**src/rtl/mem_access_ctrl.sv**
```systemverilog
// mem_access_ctrl: sequences one read or write access to an asynchronous 16-bit SRAM.
//
// Each access moves through SETUP, ACCESS (WAIT_CYCLES cycles) and, for writes, HOLD,
// then finishes in DONE with a one-cycle ready pulse. A request with no byte enables
// skips the SRAM and goes straight to DONE. All outputs are registered images of the
// FSM state, so they lag the state register by one cycle.
//
// Ports:
//   clk_i        system clock, rising edge
//   reset_i      synchronous active-high reset
//   req_i        access request, sampled only in IDLE
//   wr_i         1 = write, 0 = read (sampled with req_i)
//   addr_i       20-bit word address (sampled with req_i)
//   wdata_i      write data (sampled with req_i)
//   byte_en_i    byte enables, [1] = upper, [0] = lower (sampled with req_i)
//   dq_in_i      data returned from the SRAM bus
//   rdata_o      read data, held until the next read completes
//   ready_o      one-cycle completion pulse
//   busy_o       high whenever an access is in flight
//   mem_a_o      SRAM address
//   mem_ce_o, mem_ub_o, mem_lb_o, mem_oe_o, mem_we_o   active-low SRAM strobes
//   dq_out_o     data driven toward the SRAM
//   dq_oe_o      1 = dq_out_o drives the SRAM bus

module mem_access_ctrl #(
   parameter int unsigned WAIT_CYCLES = 2
) (
   input  logic        clk_i,
   input  logic        reset_i,
   input  logic        req_i,
   input  logic        wr_i,
   input  logic [19:0] addr_i,
   input  logic [15:0] wdata_i,
   input  logic [1:0]  byte_en_i,
   input  logic [15:0] dq_in_i,
   output logic [15:0] rdata_o,
   output logic        ready_o,
   output logic        busy_o,
   output logic [19:0] mem_a_o,
   output logic        mem_ce_o,
   output logic        mem_ub_o,
   output logic        mem_lb_o,
   output logic        mem_oe_o,
   output logic        mem_we_o,
   output logic [15:0] dq_out_o,
   output logic        dq_oe_o
);

   typedef enum logic [2:0] {
      StIdle,
      StSetup,
      StAccess,
      StHold,
      StDone
   } state_e;

   localparam logic [3:0] CntLoad = 4'(WAIT_CYCLES - 1);

   state_e      state_q;
   logic [3:0]  cnt_q;
   logic        wr_q;
   logic [19:0] addr_q;
   logic [15:0] wdata_q;
   logic [1:0]  be_q;

   always_ff @(posedge clk_i) begin
      if (reset_i) begin
         state_q  <= StIdle;
         cnt_q    <= 4'd0;
         wr_q     <= 1'b0;
         addr_q   <= 20'd0;
         wdata_q  <= 16'd0;
         be_q     <= 2'b00;
         rdata_o  <= 16'd0;
         ready_o  <= 1'b0;
         busy_o   <= 1'b0;
         mem_a_o  <= 20'd0;
         mem_ce_o <= 1'b1;
         mem_ub_o <= 1'b1;
         mem_lb_o <= 1'b1;
         mem_oe_o <= 1'b1;
         mem_we_o <= 1'b1;
         dq_out_o <= 16'd0;
         dq_oe_o  <= 1'b0;
      end else begin
         // State sequencing
         unique case (state_q)
            StIdle: begin
               if (req_i) begin
                  // be_q = 00 also marks a bypass so DONE leaves rdata alone
                  wr_q    <= wr_i;
                  addr_q  <= addr_i;
                  wdata_q <= wdata_i;
                  be_q    <= byte_en_i;
                  state_q <= (byte_en_i == 2'b00) ? StDone : StSetup;
               end
            end
            StSetup: begin
               cnt_q   <= CntLoad;
               state_q <= StAccess;
            end
            StAccess: begin
               if (cnt_q == 4'd0) begin
                  state_q <= wr_q ? StHold : StDone;
               end else begin
                  cnt_q <= cnt_q - 4'd1;
               end
            end
            StHold:  state_q <= StDone;
            StDone:  state_q <= StIdle;
            default: state_q <= StIdle;
         endcase

         // Registered outputs: image of the state held during this cycle
         ready_o  <= 1'b0;
         busy_o   <= (state_q != StIdle);
         mem_ce_o <= 1'b1;
         mem_ub_o <= 1'b1;
         mem_lb_o <= 1'b1;
         mem_oe_o <= 1'b1;
         mem_we_o <= 1'b1;
         dq_oe_o  <= 1'b0;
         unique case (state_q)
            StSetup, StAccess: begin
               mem_ce_o <= 1'b0;
               mem_a_o  <= addr_q;
               mem_ub_o <= ~be_q[1];
               mem_lb_o <= ~be_q[0];
               if (wr_q) begin
                  dq_oe_o  <= 1'b1;
                  dq_out_o <= wdata_q;
                  mem_we_o <= (state_q == StSetup);
               end else begin
                  mem_oe_o <= 1'b0;
               end
            end
            StHold: begin
               mem_ce_o <= 1'b0;
               mem_ub_o <= ~be_q[1];
               mem_lb_o <= ~be_q[0];
               dq_oe_o  <= 1'b1;
            end
            StDone: begin
               ready_o <= 1'b1;
               // dq_in_i here is what the SRAM drove during the last ACCESS output cycle
               if (!wr_q && (be_q != 2'b00)) begin
                  rdata_o <= {(be_q[1] ? dq_in_i[15:8] : 8'h00),
                              (be_q[0] ? dq_in_i[7:0]  : 8'h00)};
               end
            end
            default: ;
         endcase
      end
   end

endmodule

```
**config.mk**
```make
export PLATFORM = sky130hd
export DESIGN_NAME = mem_access_ctrl
export DESIGN_NICKNAME = d
export VERILOG_FILES = /design/src/rtl/mem_access_ctrl.sv
export SDC_FILE = /design/constraint.sdc
export NUM_CORES = 1
export LEC_CHECK = 0
export CAP_MARGIN = 20
export CORE_ASPECT_RATIO = 1.75
export CORE_UTILIZATION = 45
export CTS_CLUSTER_DIAMETER = 50
export CTS_CLUSTER_SIZE = 24
export DETAILED_ROUTE_END_ITERATION = 6
export HOLD_SLACK_MARGIN = 0.1
export PLACE_DENSITY_LB_ADDON = 0.3
export SETUP_SLACK_MARGIN = 0.2
export SYNTH_ARGS = -nofsm -noshare
export SYNTH_HDL_FRONTEND = slang
export SYNTH_SLANG_ARGS = --single-unit
```
**constraint.sdc**
```tcl
create_clock -name clk_i -period 2.2 [get_ports clk_i]
set_clock_uncertainty 0.2 [all_clocks]
set_input_delay 0.55 -clock clk_i [delete_from_list [all_inputs] [get_ports clk_i]]
set_output_delay 0.55 -clock clk_i [all_outputs]
set_load 0.03 [all_outputs]
```
---- Word level (Yosys, flattened, before mapping) ----
Index checks and enable logic that the tools add are counted.
storage, ports and cells
  register bits ........................... 106
  input port bits ......................... 58
  output and inout port bits .............. 60
  logic and storage cells ................. 61
operators by class
  add/subtract/negate cells ............... 1
  equality and inequality tests ........... 7
  muxes and demuxes ....................... 13
  bitwise gates (word level) .............. 5
  reductions and logical operators ........ 18
operator list
  operator             number
  $mux 8               2
  $mux 3               4
  $pmux 3 s4           1
  $reduce_and 2->1     5
  $pmux 4 s2           1
  $eq 3x2->1 const B   2
  $ne 2x2->1 const B   3
  $reduce_or 2->1      3
  $reduce_or 3->1      2
  $not 1->1            5
  $logic_not 4->1      1
  $mux 4               1
  $reduce_bool 2->1    2
  $sub 4x1->4 const B  1
  $eq 3x1->1 const B   1
  $eq 3x3->1 const B   1
  $logic_not 3->1      1
  $mux 1               3
  $reduce_bool 3->1    1
  $logic_not 2->1      1
  $pmux 1 s2           1
  $logic_and 1x1->1    1
  $logic_not 1->1      1

---- Longest topological paths before layout ----
  depth in word-level cells ............... 4
  gate-level depth with buffers ........... 6
  depth with buffers taken out ............ 5

---- Worst setup path before layout ----
No wires, ideal clock.
  path kind ............................... input-to-reg
  start point ............................. input req_i
  end point ............................... register addr_q[10]
  setup time .............................. 132 ps
  arrival time ............................ 1,505 ps
  data required time ...................... 1,868 ps
  setup slack ............................. 362 ps
  cell stages on the path ................. 5
  path buffers ............................ 2
  path through ............................ or4b_1 > clkbuf_1 > buf_2 > nand2_1 > a21oi_1
between the ends
  cells in the longest elaborated chain, start to end .. 1
ends and longest elaborated chain
  item                        RTL line  text
  start: declaration          30        input logic req_i,
  $reduce_and 2->1 (no line)  -
  end signal: assignment      92        addr_q <= addr_i;
  end: declaration            62        logic [19:0] addr_q;
No other way between the ends.
A chain may end at the register's enable or synchronous reset.

---- Worst setup path in the final report ----
  start point ............................. register mem_a_o[11]
  end point ............................... output mem_a_o[11]
RTL lines
  item                      RTL line  text
  start: declaration        39        output logic [19:0] mem_a_o,
  start signal: assignment  126       mem_a_o <= addr_q;
No word-level cell between the ends.

==> metrics.txt <==
Synth Flop Type=dfxtp_1; post-route minimum period=1.893 ns; Area after DPL=5454 um^2; initial antenna violation count=0; Max stage delay on crit path=0.42 ns; WP data arrival=1.14 ns; std cell rows=46; top cells by count, synth=dfxtp_1 (106), nand2_1 (83), a21oi_1 (77); Via Count=3918; routed vias/inst=5.511; crit end category=output port; clock root buffer=clkbuf_16; Max Cap Viol=0; CTS tree=done; total of fill cells in the finished design=831; Final Cell Area=5720 um^2; WP data required=1.45 ns; P per Cell Area=756.5 nW/um^2; share of cells above drive strength 1=0.1066; synth warn=0; Port-buffer cells=117; die area=9600 um^2; Die Height=128.9 um; Critical path buffers and inverters=1; drt total wl=10950 um; Worst Max-Slew Pin Slew=0.5613 ns; All-Layer GR Usage=0.2379; hold_buf cts=0; share of synthesized area spent on multiplexers=0.002418; critical path startpoint category=register; critical path fanouts, max=2; Die X=74.50 um; count leader, synth=dfxtp_1; Hold Fails Final Rpt=0; detailed-route wire length per cell=15.41 um; delay-heaviest family, CP=buffers and inverters; final period utilization=0.8603; number of synthesized flops with an enable pin=0; sequential area share after synthesis=0.5127; first-pass GRT wire length=17510 um; clk buf depth=2; outcome=completed; vias in the first global route=3828; largest net degree at the start of global routing=64; DR iter-0 viols=232; post-DP HPWL=7486 um; unrepaired setup endpoints after global routing=false; H-tree depth=3; final-report setup violation count=0; DR pass1 iterations=4; DRT antenna net count=0; max_slew headroom=0.6256; worst hold slack=0.2562 ns; f_max=0.5284 GHz; Seq. cell area=2125 um^2; Post-Syn Area=4139 um^2; post-synth top area share=0.5127; Final GP Congestion=0.7802; Hold Path Class=reg -> reg; Clk Latency, worst-skew pair=0.35 ns; Synth area leaders=dfxtp_1 (51%), a21oi_1 (9.3%), nand2_1 (7.5%); CTS clk-pin slew, worst paths=0.07 ns; Syn-to-layout area delta=38.21%; VDD IR max=0.5153 mV; cts bufs inserted=9; XOR/XNOR share of the synthesized area=0.006046; DRC=0; IO Pins=118; Post-Synthesis Cells=486; Placeable Area=8979 um^2; Mapped Nets=546; Avg Cell Area, Syn=8.516 um^2; largest family of logic cells by synthesized area=compound AO/OA/AOI/OAI gates; critical path's slowest cell=dlygate4sd2_1; compound-gate portion of the synthesized area=0.2234; Crit Path Class=reg -> out; Slew Limit Fails=0; total global routing overflow=0; starting density of the core=0.4610; Synth cell types=39; clk sinks=106; area of the multi-input gates=1783 um^2; Final nets=646; # diodes=0; Synth Area in Adders=0.006046; post-synthesis async set-or-reset flop share=0; post-synth top area cell=dfxtp_1; worst-path cell chain=dlygate4sd2_1; LEAKAGE=2.267 nW; flops & latches, synth=106; Simple-Gate Fraction of Synth Area=0.1847
[kinds of logic after synthesis]
kind of cell,Yosys count
and+or+nand+nor,151
AOI/OAI and AO/OA,156
adders and majority gates,2
buffers and inverters,68
DFF,106
muxes,1
xor gates and xnor gates,2
[flip-flops by register name, indices dropped and copies added, names as in the netlist]
register	cells
addr_q	20
wr_q	1
mem_lb_o	1
state_q	3
mem_a_o	20
dq_out_o	16
cnt_q	4
mem_oe_o	1
wdata_q	16
dq_oe_o	1
mem_ub_o	1
busy_o	1
mem_ce_o	1
ready_o	1
mem_we_o	1
be_q	2
rdata_o	16
[report_power, final]
part | internal, W | switching (W) | total, W | leakage [nW]
Sequential | 0.00200 | 0.0000533 | 0.00205 | 0.862
Combinational | 0.000243 | 0.000334 | 0.000577 | 1.25
Clock | 0.000994 | 0.000703 | 0.00170 | 0.151
[layout by cell type (no fill, tap or decap), types with 17 or more instances in the layout]
cell | netlist | layout
a21oi_1 | 77 | 77
buf_4 | 1 | 17
clkdlybuf4s50_1 | 0 | 56
dfxtp_1 | 106 | 104
dlygate4sd2_1 | 0 | 60
inv_1 | 19 | 19
nand2_1 | 83 | 83
nand3_1 | 23 | 23
o21ai_0 | 39 | 39
[layout make-up]
cell class,count,share of cell area
Multi-Input combinational cell,312,0.3117
Timing Repair Buffer,136,0.2211
Sequential cell,106,0.3714
Inverter,21,0.01378
Clock inverter,7,0.01640
Tap cell,120,0.02625
Clock buffer,9,0.03937
[final timing paths]
kind               start          end  slack [ns]  depth (start not counted)
max          mem_a_o[11]  mem_a_o[11]        0.31                          1
min            addr_q[5]    addr_q[5]        0.26                          2
max reg2reg   state_q[2]     cnt_q[3]        0.33                          3
min reg2reg    addr_q[5]    addr_q[5]        0.26                          2
[timing repair]
item / 4_1_cts / 5_1_grt
buffers inserted: 0 / 0
hold endpoints to repair: 0 / 0
gates resized for setup: 60 / 7
setup endpoints to repair: 60 / 49
pin swaps: 0 / 0
[metrics by stage]
step             util  worst slack [ns]  total power [W]  instances  setup TNS [ns]
2_1_floorplan       -            0.3624         0.002407        486               0
3_3_place_gp   0.6074          -0.09192         0.002664        695          -1.211
3_5_place_dp   0.6074          -0.08380         0.002681        695          -1.131
4_1_cts        0.6346            0.2403         0.004337        711               0
5_1_grt        0.6371            0.2616         0.004492        711               0
6_report       0.6371            0.3074         0.004327        711               0
[routing by layer]
layer	GRT usage	part of all wire	vias to the layer above
met5	0	0	-
li1	-	-	1902
met2	0.4123	0.53	122
met4	0.1276	0.033	0
met1	0.2701	0.39	1869
met3	0.04072	0.049	25
(Power assumes the default switching activity.)
